$ cat src/rtl/line_buffer_controller_pkg.sv
// line_buffer_controller_pkg: shared state encoding, default geometry and row-index helper
package line_buffer_controller_pkg;
    localparam int DEF_FIFO_ADDR_WIDTH      = 4;
    localparam int DEF_FIFO_DATA_WIDTH      = 8;
    localparam int DEF_FIFO_COMPONENT_COUNT = 6;
    localparam int DEF_FRAME_WIDTH          = 10;
    localparam int DEF_FRAME_HEIGHT         = 10;
    localparam int COORD_WIDTH              = 16;

    typedef enum logic [1:0] {IDLE, FILL, STREAM, DONE} lbc_state_t;

    function automatic int unsigned wrap_inc(input int unsigned v, input int unsigned n);
        return (v + 1 == n) ? 0 : v + 1;
    endfunction
endpackage

$ cat src/rtl/line_buffer_controller_if.sv
// line_buffer_controller_if: pixel handshake and row-buffer control bundle
interface line_buffer_controller_if
    import line_buffer_controller_pkg::*;
#(
    parameter int FIFO_ADDR_WIDTH      = DEF_FIFO_ADDR_WIDTH,
    parameter int FIFO_DATA_WIDTH      = DEF_FIFO_DATA_WIDTH,
    parameter int FIFO_COMPONENT_COUNT = DEF_FIFO_COMPONENT_COUNT
);
    logic                                    i_start;
    logic                                    i_pixel_valid;
    logic [FIFO_DATA_WIDTH-1:0]              i_pixel;
    logic                                    o_ready;
    logic [FIFO_COMPONENT_COUNT-1:0]         o_row_wr_en;
    logic [FIFO_COMPONENT_COUNT-1:0]         o_row_rd_en;
    logic [FIFO_ADDR_WIDTH-1:0]              o_addr;
    logic [FIFO_DATA_WIDTH-1:0]              o_wr_data;
    logic [$clog2(FIFO_COMPONENT_COUNT)-1:0] o_top_row;
    logic [COORD_WIDTH-1:0]                  o_xcoord;
    logic [COORD_WIDTH-1:0]                  o_ycoord;
    logic                                    o_window_valid;
    logic                                    o_frame_done;

    modport master (
        output i_start, i_pixel_valid, i_pixel,
        input  o_ready, o_row_wr_en, o_row_rd_en, o_addr, o_wr_data, o_top_row,
               o_xcoord, o_ycoord, o_window_valid, o_frame_done
    );

    modport slave (
        input  i_start, i_pixel_valid, i_pixel,
        output o_ready, o_row_wr_en, o_row_rd_en, o_addr, o_wr_data, o_top_row,
               o_xcoord, o_ycoord, o_window_valid, o_frame_done
    );
endinterface

$ cat src/rtl/line_buffer_controller_frame_coord_counter.sv
// frame_coord_counter: column/line counters and circular write-row index
module frame_coord_counter
    import line_buffer_controller_pkg::*;
#(
    parameter int X_WIDTH     = DEF_FIFO_ADDR_WIDTH,
    parameter int ROWS        = DEF_FIFO_COMPONENT_COUNT,
    parameter int FRAME_WIDTH = DEF_FRAME_WIDTH,
    parameter int ROW_WIDTH   = $clog2(ROWS)
) (
    input  logic                   clk,
    input  logic                   reset_n,
    input  logic                   clear,
    input  logic                   advance,
    output logic [X_WIDTH-1:0]     x,
    output logic [COORD_WIDTH-1:0] y,
    output logic [ROW_WIDTH-1:0]   wr_row,
    output logic                   line_end
);
    logic [X_WIDTH-1:0]     x_q, x_d;
    logic [COORD_WIDTH-1:0] y_q, y_d;
    logic [ROW_WIDTH-1:0]   wr_row_q, wr_row_d;
    logic                   wrap;

    assign line_end = x_q == X_WIDTH'(FRAME_WIDTH - 1);
    assign wrap     = advance && line_end;
    assign x        = x_q;
    assign y        = y_q;
    assign wr_row   = wr_row_q;

    always_comb begin
        x_d      = clear ? '0 : advance ? (line_end ? '0 : x_q + 1'b1) : x_q;
        y_d      = clear ? '0 : wrap ? y_q + 1'b1 : y_q;
        wr_row_d = clear ? '0 : wrap ? ROW_WIDTH'(wrap_inc(32'(wr_row_q), ROWS)) : wr_row_q;
    end

    always_ff @(posedge clk or negedge reset_n)
        if (!reset_n) begin
            x_q      <= '0;
            y_q      <= '0;
            wr_row_q <= '0;
        end else begin
            x_q      <= x_d;
            y_q      <= y_d;
            wr_row_q <= wr_row_d;
        end
endmodule

$ cat src/rtl/line_buffer_controller.sv
// line_buffer_controller: sequences pixel writes/reads over a ring of row buffers and flags full windows
module line_buffer_controller
    import line_buffer_controller_pkg::*;
#(
    parameter int FIFO_ADDR_WIDTH      = DEF_FIFO_ADDR_WIDTH,
    parameter int FIFO_DATA_WIDTH      = DEF_FIFO_DATA_WIDTH,
    parameter int FIFO_COMPONENT_COUNT = DEF_FIFO_COMPONENT_COUNT,
    parameter int FRAME_WIDTH          = DEF_FRAME_WIDTH,
    parameter int FRAME_HEIGHT         = DEF_FRAME_HEIGHT
) (
    input logic                     clk,
    input logic                     reset_n,
    line_buffer_controller_if.slave bus
);
    localparam int RW = $clog2(FIFO_COMPONENT_COUNT);

    lbc_state_t                      state_q, state_d;
    logic                            ready_q, ready_d;
    logic [FIFO_COMPONENT_COUNT-1:0] wr_en_q, wr_en_d;
    logic [FIFO_COMPONENT_COUNT-1:0] rd_en_q, rd_en_d;
    logic [FIFO_ADDR_WIDTH-1:0]      addr_q, addr_d;
    logic [FIFO_DATA_WIDTH-1:0]      wr_data_q, wr_data_d;
    logic [RW-1:0]                   top_row_q, top_row_d;
    logic [COORD_WIDTH-1:0]          xcoord_q, xcoord_d;
    logic [COORD_WIDTH-1:0]          ycoord_q, ycoord_d;
    logic                            window_valid_q, window_valid_d;
    logic                            frame_done_q, frame_done_d;

    logic [FIFO_ADDR_WIDTH-1:0]      x;
    logic [COORD_WIDTH-1:0]          y;
    logic [RW-1:0]                   wr_row;
    logic                            line_end;
    logic                            start, accept, last, streaming, filled;
    logic [FIFO_COMPONENT_COUNT-1:0] row_oh;

    assign start     = bus.i_start && state_q == IDLE;
    assign accept    = bus.i_pixel_valid && ready_q;
    assign last      = line_end && y == COORD_WIDTH'(FRAME_HEIGHT - 1);
    assign streaming = state_q == STREAM;
    assign filled    = y >= COORD_WIDTH'(FIFO_COMPONENT_COUNT - 1);
    assign row_oh    = FIFO_COMPONENT_COUNT'(1) << wr_row;

    frame_coord_counter #(
        .X_WIDTH    (FIFO_ADDR_WIDTH),
        .ROWS       (FIFO_COMPONENT_COUNT),
        .FRAME_WIDTH(FRAME_WIDTH),
        .ROW_WIDTH  (RW)
    ) u_coord (
        .clk     (clk),
        .reset_n (reset_n),
        .clear   (start),
        .advance (accept),
        .x       (x),
        .y       (y),
        .wr_row  (wr_row),
        .line_end(line_end)
    );

    // STREAM begins with the pixel after the wrap into the last fill line, since the state is sampled per pixel
    always_comb begin
        state_d        = start ? FILL :
                         state_q == DONE ? IDLE :
                         !accept ? state_q :
                         last ? DONE :
                         (state_q == FILL && line_end && y == COORD_WIDTH'(FIFO_COMPONENT_COUNT - 2)) ? STREAM :
                         state_q;
        ready_d        = state_d == FILL || state_d == STREAM;
        wr_en_d        = accept ? row_oh : '0;
        rd_en_d        = (accept && streaming) ? ~row_oh : '0;
        addr_d         = accept ? x : addr_q;
        wr_data_d      = accept ? bus.i_pixel : wr_data_q;
        xcoord_d       = accept ? COORD_WIDTH'(x) : xcoord_q;
        ycoord_d       = accept ? y : ycoord_q;
        top_row_d      = start ? '0 : !accept ? top_row_q :
                         filled ? RW'(wrap_inc(32'(wr_row), FIFO_COMPONENT_COUNT)) : '0;
        window_valid_d = accept && streaming && 32'(x) >= FIFO_COMPONENT_COUNT - 1;
        frame_done_d   = accept && last;
    end

    always_ff @(posedge clk or negedge reset_n)
        if (!reset_n) begin
            state_q        <= IDLE;
            ready_q        <= 1'b0;
            wr_en_q        <= '0;
            rd_en_q        <= '0;
            addr_q         <= '0;
            wr_data_q      <= '0;
            top_row_q      <= '0;
            xcoord_q       <= '0;
            ycoord_q       <= '0;
            window_valid_q <= 1'b0;
            frame_done_q   <= 1'b0;
        end else begin
            state_q        <= state_d;
            ready_q        <= ready_d;
            wr_en_q        <= wr_en_d;
            rd_en_q        <= rd_en_d;
            addr_q         <= addr_d;
            wr_data_q      <= wr_data_d;
            top_row_q      <= top_row_d;
            xcoord_q       <= xcoord_d;
            ycoord_q       <= ycoord_d;
            window_valid_q <= window_valid_d;
            frame_done_q   <= frame_done_d;
        end

    assign bus.o_ready        = ready_q;
    assign bus.o_row_wr_en    = wr_en_q;
    assign bus.o_row_rd_en    = rd_en_q;
    assign bus.o_addr         = addr_q;
    assign bus.o_wr_data      = wr_data_q;
    assign bus.o_top_row      = top_row_q;
    assign bus.o_xcoord       = xcoord_q;
    assign bus.o_ycoord       = ycoord_q;
    assign bus.o_window_valid = window_valid_q;
    assign bus.o_frame_done   = frame_done_q;
endmodule
$ cat src/flat_wrapper.sv
// flat-port wrapper written by rule: the top's interface ports become plain ports
module line_buffer_controller_flat import line_buffer_controller_pkg::*;
#(
    parameter int FIFO_ADDR_WIDTH      = DEF_FIFO_ADDR_WIDTH,
    parameter int FIFO_DATA_WIDTH      = DEF_FIFO_DATA_WIDTH,
    parameter int FIFO_COMPONENT_COUNT = DEF_FIFO_COMPONENT_COUNT,
    parameter int FRAME_WIDTH          = DEF_FRAME_WIDTH,
    parameter int FRAME_HEIGHT         = DEF_FRAME_HEIGHT
)
  (clk, reset_n, bus_i_start, bus_i_pixel_valid, bus_i_pixel, bus_o_ready, bus_o_row_wr_en, bus_o_row_rd_en, bus_o_addr, bus_o_wr_data, bus_o_top_row, bus_o_xcoord, bus_o_ycoord, bus_o_window_valid, bus_o_frame_done);
  line_buffer_controller_if #(.FIFO_ADDR_WIDTH(FIFO_ADDR_WIDTH), .FIFO_DATA_WIDTH(FIFO_DATA_WIDTH), .FIFO_COMPONENT_COUNT(FIFO_COMPONENT_COUNT)) bus_i ();
  input logic clk;
  input logic reset_n;
  input wire logic [$bits(bus_i.i_start)-1:0] bus_i_start;
  input wire logic [$bits(bus_i.i_pixel_valid)-1:0] bus_i_pixel_valid;
  input wire logic [$bits(bus_i.i_pixel)-1:0] bus_i_pixel;
  output wire logic [$bits(bus_i.o_ready)-1:0] bus_o_ready;
  output wire logic [$bits(bus_i.o_row_wr_en)-1:0] bus_o_row_wr_en;
  output wire logic [$bits(bus_i.o_row_rd_en)-1:0] bus_o_row_rd_en;
  output wire logic [$bits(bus_i.o_addr)-1:0] bus_o_addr;
  output wire logic [$bits(bus_i.o_wr_data)-1:0] bus_o_wr_data;
  output wire logic [$bits(bus_i.o_top_row)-1:0] bus_o_top_row;
  output wire logic [$bits(bus_i.o_xcoord)-1:0] bus_o_xcoord;
  output wire logic [$bits(bus_i.o_ycoord)-1:0] bus_o_ycoord;
  output wire logic [$bits(bus_i.o_window_valid)-1:0] bus_o_window_valid;
  output wire logic [$bits(bus_i.o_frame_done)-1:0] bus_o_frame_done;
  assign bus_i.i_start = bus_i_start;
  assign bus_i.i_pixel_valid = bus_i_pixel_valid;
  assign bus_i.i_pixel = bus_i_pixel;
  assign bus_o_ready = bus_i.o_ready;
  assign bus_o_row_wr_en = bus_i.o_row_wr_en;
  assign bus_o_row_rd_en = bus_i.o_row_rd_en;
  assign bus_o_addr = bus_i.o_addr;
  assign bus_o_wr_data = bus_i.o_wr_data;
  assign bus_o_top_row = bus_i.o_top_row;
  assign bus_o_xcoord = bus_i.o_xcoord;
  assign bus_o_ycoord = bus_i.o_ycoord;
  assign bus_o_window_valid = bus_i.o_window_valid;
  assign bus_o_frame_done = bus_i.o_frame_done;
  line_buffer_controller #(.FIFO_ADDR_WIDTH(FIFO_ADDR_WIDTH), .FIFO_DATA_WIDTH(FIFO_DATA_WIDTH), .FIFO_COMPONENT_COUNT(FIFO_COMPONENT_COUNT), .FRAME_WIDTH(FRAME_WIDTH), .FRAME_HEIGHT(FRAME_HEIGHT)) u_core (.clk(clk), .reset_n(reset_n), .bus(bus_i));
endmodule
$ cat config.mk
export PLATFORM = sky130hd
export DESIGN_NAME = line_buffer_controller_flat
export DESIGN_NICKNAME = d
export VERILOG_FILES = /design/src/rtl/line_buffer_controller_pkg.sv /design/src/rtl/line_buffer_controller_if.sv /design/src/rtl/line_buffer_controller_frame_coord_counter.sv /design/src/rtl/line_buffer_controller.sv /design/src/flat_wrapper.sv
export SDC_FILE = /design/constraint.sdc
export NUM_CORES = 1
export LEC_CHECK = 0
export ABC_CLOCK_PERIOD_IN_PS = 3660
export CORE_ASPECT_RATIO = 1.75
export CORE_UTILIZATION = 50
export DETAILED_ROUTE_END_ITERATION = 10
export HOLD_SLACK_MARGIN = 0.03
export PLACE_DENSITY = 0.77
export SETUP_SLACK_MARGIN = 0.02
export SYNTH_ARGS = -nofsm -noshare
export SYNTH_HDL_FRONTEND = slang
export SYNTH_SLANG_ARGS = --single-unit
$ cat constraint.sdc
create_clock -name clk -period 3.66 [get_ports clk]
set_input_delay 0.366 -clock clk [delete_from_list [all_inputs] [get_ports clk]]
set_output_delay 0.366 -clock clk [all_outputs]
set_load 0.02 [all_outputs]
=== Word level (Yosys, flattened, before mapping) ===
Cells that the tools add are included.

* Bits in writable memories: 0
* Memories: 0
* Register bits: 71
* Bits in read-only memories: 0
* Output and inout port bits: 62
* Latch bits: 0
* Word-level logic and storage cells: 60

* $lt $le $gt $ge: 2
* Div/mod/pow operators: 0
* Shifts and indexed selects: 1
* Muxes and demuxes: 18
* Bitwise logic cells: 1
* $add $sub $neg: 3
* Equal/unequal tests: 9
* Reductions and logical operators: 13
* Multipliers: 0

{| class="wikitable"
|+ Operator list
! operator !! number
|-
| $mux W16 || 2
|-
| $mux W3 || 6
|-
| $add A16 B1 Y16 const B || 1
|-
| $eq A16 B3 Y1 const B || 1
|-
| $eq A16 B4 Y1 const B || 1
|-
| $ge A16 B3 Y1 const B || 1
|-
| $mux W4 || 3
|-
| $mux W6 || 2
|-
| $mux W2 || 5
|-
| $logic_and A1 B1 Y1 || 9
|-
| $eq A2 B2 Y1 const B || 3
|-
| $not A6 Y6 || 1
|-
| $shl A1 B3 Y6 const A || 1
|-
| $add A3 B1 Y4 const B || 1
|-
| $add A4 B1 Y4 const B || 1
|-
| $eq A2 B1 Y1 const B || 2
|-
| $eq A4 B3 Y1 const B || 1
|-
| $eq A4 B4 Y1 const B || 1
|-
| $ge A4 B3 Y1 const B || 1
|-
| $reduce_bool A2 Y1 || 2
|-
| $logic_not A2 Y1 || 1
|-
| $logic_or A1 B1 Y1 || 1
|}

=== Depth between registers and ports, before layout ===
Gate-level depths: netlist of run 1.

* Word-level depth: 10
* Mapped depth: 6

=== Hierarchy ===
Synthesis of run 1 repeated with hierarchy kept, for this count alone.

* Cells, all modules: 346
* Area total of the unflattened synthesis: 3335.7 µm²

{| class="wikitable"
|+ Modules (own cells, without submodules)
! module !! cells an instance !! seq. area each (µm²) !! times used !! area an instance (µm²)
|-
| line_buffer_controller || 214 || 1201.2 || 1 || 2104.5
|-
| frame_coord_counter || 132 || 575.6 || 1 || 1231.2
|}

=== Least setup slack after synthesis of run 1 ===
OpenSTA, ideal clock, no wires.

* Path type: flip-flop to flip-flop
* Start: reg u_core.u_coord.x_q[1], in the netlist u_core.u_coord.x[1]
* End: reg u_core.ready_q, in the netlist u_core.bus.o_ready
* Arrival: 1675 ps
* Slack: 1862 ps
* Stages on the path, launching flop included: 7
* Path buffers: 0
* Cells stage by stage: dfrtp_1 -> inv_1 -> ha_1 -> nand3b_1 -> or4_4 -> o22ai_1 -> nand2_1

* Word-level cells in the longest chain between the ends: 10
* Elaborated cells between the ends (all ways): 12
* Classes of those cells: eq/ne (3); mux (5); reduce/logical (4)

{| class="wikitable"
|+ Ends and longest elaborated chain
! element !! RTL line !! text
|-
| start: declaration || line_buffer_controller_frame_coord_counter.sv:19 || <nowiki>logic [X_WIDTH-1:0] x_q, x_d;</nowiki>
|-
| start signal: assignment || line_buffer_controller_frame_coord_counter.sv:38 || <nowiki>x_q <= '0;</nowiki>
|-
| start signal: assignment || line_buffer_controller_frame_coord_counter.sv:42 || <nowiki>x_q <= x_d;</nowiki>
|-
| $eq A4 B4 Y1 * || line_buffer_controller_frame_coord_counter.sv:24 || <nowiki>assign line_end = x_q == X_WIDTH'(FRAME_WIDTH - 1);</nowiki>
|-
| $logic_and A1 B1 Y1 (2 in a row) || line_buffer_controller.sv:65 || <nowiki>(state_q == FILL && line_end && y == COORD_WIDTH'(FIFO_COMPONENT_COUNT - 2)) ? STREAM :</nowiki>
|-
| $mux W2 || line_buffer_controller.sv:65 ||
|-
| $mux W2 * || line_buffer_controller.sv:64 || <nowiki>last ? DONE :</nowiki>
|-
| $mux W2 * || line_buffer_controller.sv:63 || <nowiki>!accept ? state_q :</nowiki>
|-
| $mux W2 * || line_buffer_controller.sv:62 || <nowiki>state_q == DONE ? IDLE :</nowiki>
|-
| $mux W2 * || line_buffer_controller.sv:61 || <nowiki>state_d = start ? FILL :</nowiki>
|-
| $eq A2 B1 Y1 or $eq A2 B2 Y1 (tied branches) || line_buffer_controller.sv:67 || <nowiki>ready_d = state_d == FILL || state_d == STREAM;</nowiki>
|-
| $logic_or A1 B1 Y1 * || line_buffer_controller.sv:67 ||
|-
| via u_core.ready_d || line_buffer_controller.sv:18 || <nowiki>logic ready_q, ready_d;</nowiki>
|-
| end signal: assignment || line_buffer_controller.sv:95 || <nowiki>ready_q <= ready_d;</nowiki>
|-
| end: declaration || line_buffer_controller.sv:18 ||
|}

The timed path passes the listed nets; every way through them passes the cells marked *.
A chain may end at the register's enable or synchronous reset.

=== Final worst setup path of run 1 ===
* Start: reg u_core.u_coord.x_q[1], in the netlist u_core.u_coord.x[1]
* End: reg u_core.state_q[1]

* Word-level cells in the longest chain between the ends: 8
* Elaborated cells between the ends (all ways): 9
* Classes of those cells: eq/ne (1); mux (5); reduce/logical (3)

{| class="wikitable"
|+ Ends and longest elaborated chain
! element !! RTL line !! text
|-
| $eq A4 B4 Y1 * || line_buffer_controller_frame_coord_counter.sv:24 ||
|-
| $logic_and A1 B1 Y1 (2 in a row) || line_buffer_controller.sv:65 ||
|-
| $mux W2 || line_buffer_controller.sv:65 ||
|-
| $mux W2 * || line_buffer_controller.sv:64 ||
|-
| $mux W2 * || line_buffer_controller.sv:63 ||
|-
| $mux W2 * || line_buffer_controller.sv:62 ||
|-
| $mux W2 * || line_buffer_controller.sv:61 ||
|-
| via u_core.state_d[1] || line_buffer_controller.sv:17 || <nowiki>lbc_state_t state_q, state_d;</nowiki>
|-
| end signal: assignment || line_buffer_controller.sv:94 || <nowiki>state_q <= state_d;</nowiki>
|-
| end: declaration || line_buffer_controller.sv:17 ||
|}

Marked as above.

==> metrics.md, run 1 <==
| Metric | Value |
|---|---|
| Status | complete, no violations |
| Final Critical Period | between 2 and 2.5 ns |
| WS Path Type | reg -> reg |
| Final Cycle Share | 57.6% |
| Cell-internal power | about 1.8 mW |
| DPL Wire Length | ~5000 um |
| H-tree depth | 3 |
| CP arrival | ~2.4 ns |
| Leading area contributor after synthesis | dfrtp_1 |
| Netlist Area Pre-Place | around 3400 um2 |
| Count leader, synth | nand2_1 |
| GRT Residual Overflow | 0 |
| TritonCTS clock tree | built |
| CTS Hold Buffers Added | 0 |
| Ys flop type | dfrtp_1 |
| Yosys top cell area share | roughly 53% |
| Post-Synth Simple-Gate Area | between 20% and 30% |
| Vias in the first global route | roughly 2600 |
| Max Slew Vio Count | 0 |
| Total Nets Final | ~430 |
| WHS | around 0.16 ns |
| First-pass GRT wire length | about 12000 um |
| Worst Tran Pin Value | between 0.8 and 0.9 ns |
| Antenna cells | 0 |
| Post-CTS Setup Inserts | 0 |
| Remaining DRCs | 0 |
| XOR/XNOR Fraction of Synth Area | ~2.1% |
| Clock Tree Root | clkbuf_16 |
| Rows | 39 |
| Finished Cell Area | approximately 4300 um2 |
| Commonest cells post-synth | 89 x nand2_1, 71 x dfrtp_1, 24 x nor2_1 |
| Fmax achieved | about 0.47 GHz |
| Layout cells sized above 1 | about 8.2% |
| Area grow syn2layout | 27.4% |
| Worst hold path type | in -> async |
| Syn Inst Count | 350 |
| CP endpoint kind | flip-flop |
| Sw Pwr | between 700 and 800 uW |
| Post-Synth Adder-Cell Area | under 10% |
| Die area | between 7000 and 8000 um2 |
| Mean post-synth cell area | 9.59 um2 |
| Gr usage total | 23.0% |
| Setup-failing EPs final | 0 |
| Comb power frac | around a quarter |
| Filler cells | ~510 |
| Max-cap violation count | 0 |
| Req. time, crit path | ~4 ns |
| Routed Antenna Nets | 0 |
| Synth warn | 0 |
| Die Width | 63.9 um |
| Die H | 110 um |
| Final hold vios | 0 |
| Leakage | around 2.0 nW |
| Placed cell area | between 3000 and 4000 um2 |
| Clk_lat worst skew | around 0.33 ns |
| Power Density | around 600 nW/um2 |
| Synth area leaders | dfrtp_1 53%, nand2_1 10%, ha_1 4.5% |
| Port Buffer Count | just over 60 |
| Clock transition at path regs | approximately 0.050 ns |
| Post-CTS Resized | 0 |
| Main combinational cell family by area after synthesis | simple AND/OR/NAND/NOR gates |
| Synth Area in Compound Gates | 9.32% |
| Mean routed wirelength per cell | around 15 um |
| Reg power frac | about 39% |
| Via count | approximately 2700 |
| Async SR Flop Fraction | 100% |
| Fin Setup TNS | 0 ns |
| RSZ-0062 raised after global routing | no |
| CTS Buffer Depth | 2 |
| Clock sinks | 71 |
| Slew headroom | between 40% and 50% |
| Starting density of the core | between 50% and 60% |
| Routed WL | approximately 7300 um |
| Final Skew | 0.00526 ns |
| Clock share of power | between 30% and 40% |
| Initial drt markers | 170 |
| Layout Utilization | about two thirds |
| Final Wtd Congestion | ~0.86 |
| CTS Buf Count | 9 |
| Vias per cell | ~5.4 |
| Io pins | 74 |
| Initial antenna violation count | 0 |
| Pin count of the biggest net entering global routing | 42 |
| Drt first pass iters | 5 |
| Crit-path max FO | 10 |
| Net Sw Frac | 30.6% |
| Peak VDD IR | 370 uV |
| Register area share after synthesis | between 50% and 60% |
| EDFF count, synth | 0 |
| Startpoint Class | flip-flop |
| Core Footprint | about 6500 um2 |
| Synth unique cells | 47 |
| Post-synthesis mux area share | 0% |
| Flops & latches, synth | 71 |
[worst max-delay path: stages (launching register included)]
cell,delay [ns]
dfrtp_1,0.41
inv_1,0.10
ha_1,0.21
nand3b_1,0.37
or4_4,0.65
a2bb2oi_1,0.15
o22ai_1,0.13
[area by class of cell]
class,instances,area [um2],area share (%)
Clock buffer,13,270,6.32
Clock inverter,3,40.0,0.936
Inverter,13,48.8,1.14
Multi-Input combinational cell,247,1400,32.6
Sequential cell,71,1780,41.5
Tap cell,82,103,2.40
Timing Repair Buffer,66,643,15.0
[metrics by stage]
step	setup slack (ns)	instances	total power [mW]
2_1_floorplan	1.86	361	1.43
3_3_place_gp	1.45	479	1.70
3_5_place_dp	1.40	479	1.71
4_1_cts	1.53	495	2.60
5_1_grt	1.39	495	2.71
6_report	1.55	495	2.58
[metal layers]
| layer | GRT usage (%) | routed length (um) |
|---|---|---|
| met2 | 40.0 | 3960 |
| met3 | 4.53 | 286 |
| met1 | 26.0 | 2870 |
| met4 | 13.5 | 219 |
| met5 | 0 | 0 |
[kinds of logic (layout without fill, tap and decap cells)]
kind of cell | count (synthesis) | count (layout)
simple gates | 166 | 166
flops | 71 | 71
compound gates | 49 | 49
buf+inv | 43 | 95
fa+ha+maj | 12 | 12
xor+xnor | 8 | 8
other cells | 1 | 12
[path summary, 6_finish.rpt]
path	start	cells past startpoint	endpoint	slack (ns)
max	u_core.u_coord.x[1]	6	u_core.state_q[1]	1.55
min	reset_n	1	u_core.bus.o_ycoord[12]	0.16
max reg2reg	u_core.u_coord.x[1]	6	u_core.state_q[1]	1.55
min reg2reg	u_core.bus.o_wr_data[4]	2	u_core.bus.o_wr_data[4]	0.47
max in group asynchronous	reset_n	2	u_core.u_coord.y[8]	2.56
min in group clk	u_core.bus.o_wr_data[4]	2	u_core.bus.o_wr_data[4]	0.47
[cell usage in the layout (no fill, tap or decap), drive strengths merged, types with 2 or more instances in the layout]
cell type and count:
nand2 89, ha 12, clkdlybuf4s50 60, clkinv 2
and3 6, clkbuf 13, o31ai 3, inv 13
nor2 25, nand4 5, a211oi 3, a31o 4
or3 2, o21ai 9, o22ai 3, a22o 3
nor4 6, buf 6, xnor2 7, conb 12
or4 7, nand3 10, nor2b 2, a21oi 19
dfrtp 71, nor3 5
[sequential cells by signal (all words and copies together) (netlist names), 2 cells and up]
register	count
u_core.bus.o_row_rd_en	6
u_core.bus.o_xcoord	4
u_core.u_coord.x	4
u_core.state_q	2
u_core.bus.o_ycoord	16
u_core.u_coord.y	16
u_core.bus.o_row_wr_en	6
u_core.bus.o_top_row	3
u_core.bus.o_wr_data	8
u_core.u_coord.wr_row	3
[power by group through the flow]
stage | logic [mW] | clock network [mW] | registers, mW
2_1_floorplan | 0.336 | 0 | 1.10
3_3_place_gp | 0.680 | 0 | 1.02
3_5_place_dp | 0.692 | 0 | 1.02
4_1_cts | 0.694 | 0.899 | 1.01
5_1_grt | 0.751 | 0.933 | 1.03
6_report | 0.690 | 0.884 | 1.01
No activity file was read; power rests on OpenSTA's default activity.
==> inputs of run 2 (changes only) <==
--- a/config.mk
+++ b/config.mk
@@ -5,7 +5,7 @@
 export SDC_FILE = /design/constraint.sdc
 export NUM_CORES = 1
 export LEC_CHECK = 0
-export ABC_CLOCK_PERIOD_IN_PS = 3660
+export ABC_CLOCK_PERIOD_IN_PS = 2100
 export CORE_ASPECT_RATIO = 1.75
 export CORE_UTILIZATION = 50
 export DETAILED_ROUTE_END_ITERATION = 10
==> constraint.sdc (replaced) <==
create_clock -name clk -period 2.1 [get_ports clk]
set_input_delay 0.21 -clock clk [delete_from_list [all_inputs] [get_ports clk]]
set_output_delay 0.21 -clock clk [all_outputs]
set_load 0.02 [all_outputs]
==> metrics.md, run 2 (synthesis gave the netlist of run 1 again) <==
| Metric | Value |
|---|---|
| Status | complete, no violations |
| Routed Antenna Nets | 0 |
| Clock transition at path regs | 0.05 ns |
| Power Density | between 900 and 1000 nW/um2 |
| Highest cell delay on the worst timing path | roughly 0.5 ns |
| Setup-failing EPs final | 0 |
| CP arrival | about 2.2 ns |
| Die H | ~110 um |
| Commonest non-fill, non-tap cell in the layout | nand2_1 |
| Antenna cells | 0 |
| Peak VDD IR | approximately 720 uV |
| Final Non-Filler Cells | between 500 and 600 |
| Area grow syn2layout | 30.5% |
| Via count | 2649 |
| Gr usage total | approximately 23% |
| Clk_lat worst skew | between 0.3 and 0.4 ns |
| Buffers & Inverters on Critical Path | 1 |
| Crit-path max FO | 6 |
| Routed WL | about 7200 um |
| Die area | roughly 7000 um2 |
| Leakage | a little over 2 nW |
| Worst hold path type | in -> reg |
| First-pass GRT wire length | between 10000 and 15000 um |
| Post-placement cell count | roughly 500 |
| Final Skew | approximately 0.0057 ns |
| GRT Residual Overflow | 0 |
| Crit path cell chain | inv_1 > ha_1 > and3b_2 > nand4_1 > or4_1 > a21oi_1 |
| Port Buffer Count | 61 |
| Vias per cell | 5.22 |
| CP delay by family, top | simple AND/OR/NAND/NOR gates |
| Layout cells sized above 1 | between 10% and 20% |
| DPL Wire Length | about 5200 um |
| CTS Buf Count | 9 |
| Core Footprint | around 6500 um2 |
| H-tree depth | 3 |
| Initial antenna violation count | 0 |
| Die Width | 63.9 um |
| Final hold vios | 0 |
| Remaining DRCs | 0 |
| Pre-CTS WS | around 0.11 ns |
| Fin Setup TNS | 0 ns |
| CP endpoint kind | flip-flop |
| Slew headroom | between 50% and 60% |
| Clock sinks | between 70 and 80 |
| Mean routed wirelength per cell | around 14 um |
| Max Slew Vio Count | 0 |
| TritonCTS clock tree | built |
| Max-cap violation count | 0 |
| Most frequent cells in the layout | 89 x nand2_1, 71 x dfrtp_1, 60 x clkdlybuf4s50_1 |
| Worst Tran Pin Value | between 0.6 and 0.7 ns |
| Io pins | between 70 and 80 |
| Final WS setup | 0.124 ns |
| RSZ-0062 raised after global routing | no |
| Total Nets Final | about 450 |
| Crit-path slowest cell | or4_1 |
| Final Critical Period | just under 2 ns |
| Pin count of the biggest net entering global routing | 46 |
| Startpoint Class | flip-flop |
| Initial drt markers | around 170 |
| Req. time, crit path | about 2.4 ns |
| Rows | 39 |
| Drt first pass iters | 6 |
| Starting density of the core | between 50 and 60% |
| Fmax achieved | just over 0.5 GHz |
| CTS Buffer Depth | 2 |
| Vias in the first global route | 2518 |
| Final Wtd Congestion | between 0.8 and 0.9 |
| Clock Tree Root | clkbuf_16 |
| WS Path Type | reg -> reg |
| Final Cycle Share | a little over nine tenths |
[run 2: cell types whose count changed in the layout (fill, tap and decap cells not counted)]
cell / previous run / this run
clkinv_2: 2 / 3
buf_4: 5 / 14
nor4_4: 1 / 2
dlygate4sd3_1: 0 / 1
nor4_2: 2 / 1
and3b_2: 0 / 1
and3b_1: 1 / 0
clkinvlp_4: 0 / 1
buf_12: 0 / 3
bufinv_16: 1 / 0
clkbuf_8: 3 / 1
[run 2: tightest hold or removal path: stages]
cell             delay (ns)
clkdlybuf4s50_1        0.40
nand2_1                0.05
nand2_1                0.04
[run 2: routing by layer]
metal	up-vias	track usage (%)	wire, um
li1	1295	-	-
met1	1280	26.4	2940
met2	65	39.3	3930
met3	9	4.84	247
met4	0	11.5	131
met5	-	0	0
[run 2: worst paths after layout]
path | depth (start not counted) | to | startpoint | slack, ns
worst min register to register | 2 | u_core.bus.o_wr_data[4] | u_core.bus.o_wr_data[4] | 0.47
worst min-delay path | 3 | u_core.bus.o_wr_data[6] | bus_i_pixel[6] | 0.41
min in group asynchronous | 2 | u_core.bus.o_ycoord[9] | reset_n | 0.43
worst max register to register | 6 | u_core.u_coord.y[13] | u_core.u_coord.x[1] | 0.12
max in group asynchronous | 3 | u_core.u_coord.x[3] | reset_n | 1.02
worst max-delay path | 6 | u_core.u_coord.y[13] | u_core.u_coord.x[1] | 0.12
[run 2: where the power goes]
part,switching [mW],internal [mW],total (mW)
combinational,0.663,0.574,1.24
sequential,0.174,1.57,1.75
clock,0.531,0.817,1.35
[run 2: metrics by stage]
step	instance area, um2	util (%)	hold slack, ns	total power [mW]
after floorplan	3400	-	-0.0856	2.50
after global placement	4080	62.8	0.252	2.98
after detailed placement	4080	62.8	0.266	3.01
after CTS	4350	67.1	0.402	4.36
after global routing	4380	67.5	0.430	4.55
final	4380	67.5	0.410	4.33
[run 2: area by class of cell]
cell class              count  area (um2)
clock buffers              11         243
clock inverters             4        22.5
fillers                   516        2110
inverters                  13        48.8
multi-input cells         247        1410
flip-flops and latches     71        1780
well taps                  82         103
repair buffers             79         781
[run 2: timing repair]
action                                  CTS  global route
endpoints found under the setup margin    0             4
buffers inserted                          0             2
hold buffers                              1             0
resized for setup                         0             2
endpoints found under the hold margin    23             0
==> inputs of run 3 (changes only) <==
--- a/config.mk
+++ b/config.mk
@@ -9,7 +9,7 @@
 export CORE_ASPECT_RATIO = 1.75
 export CORE_UTILIZATION = 50
 export DETAILED_ROUTE_END_ITERATION = 10
-export HOLD_SLACK_MARGIN = 0.03
+export HOLD_SLACK_MARGIN = 0.08
 export PLACE_DENSITY = 0.77
 export SETUP_SLACK_MARGIN = 0.02
 export SYNTH_ARGS = -nofsm -noshare
==> results of run 3 <==
No change in the layout: final DEF, timing and power equal those of run 2.
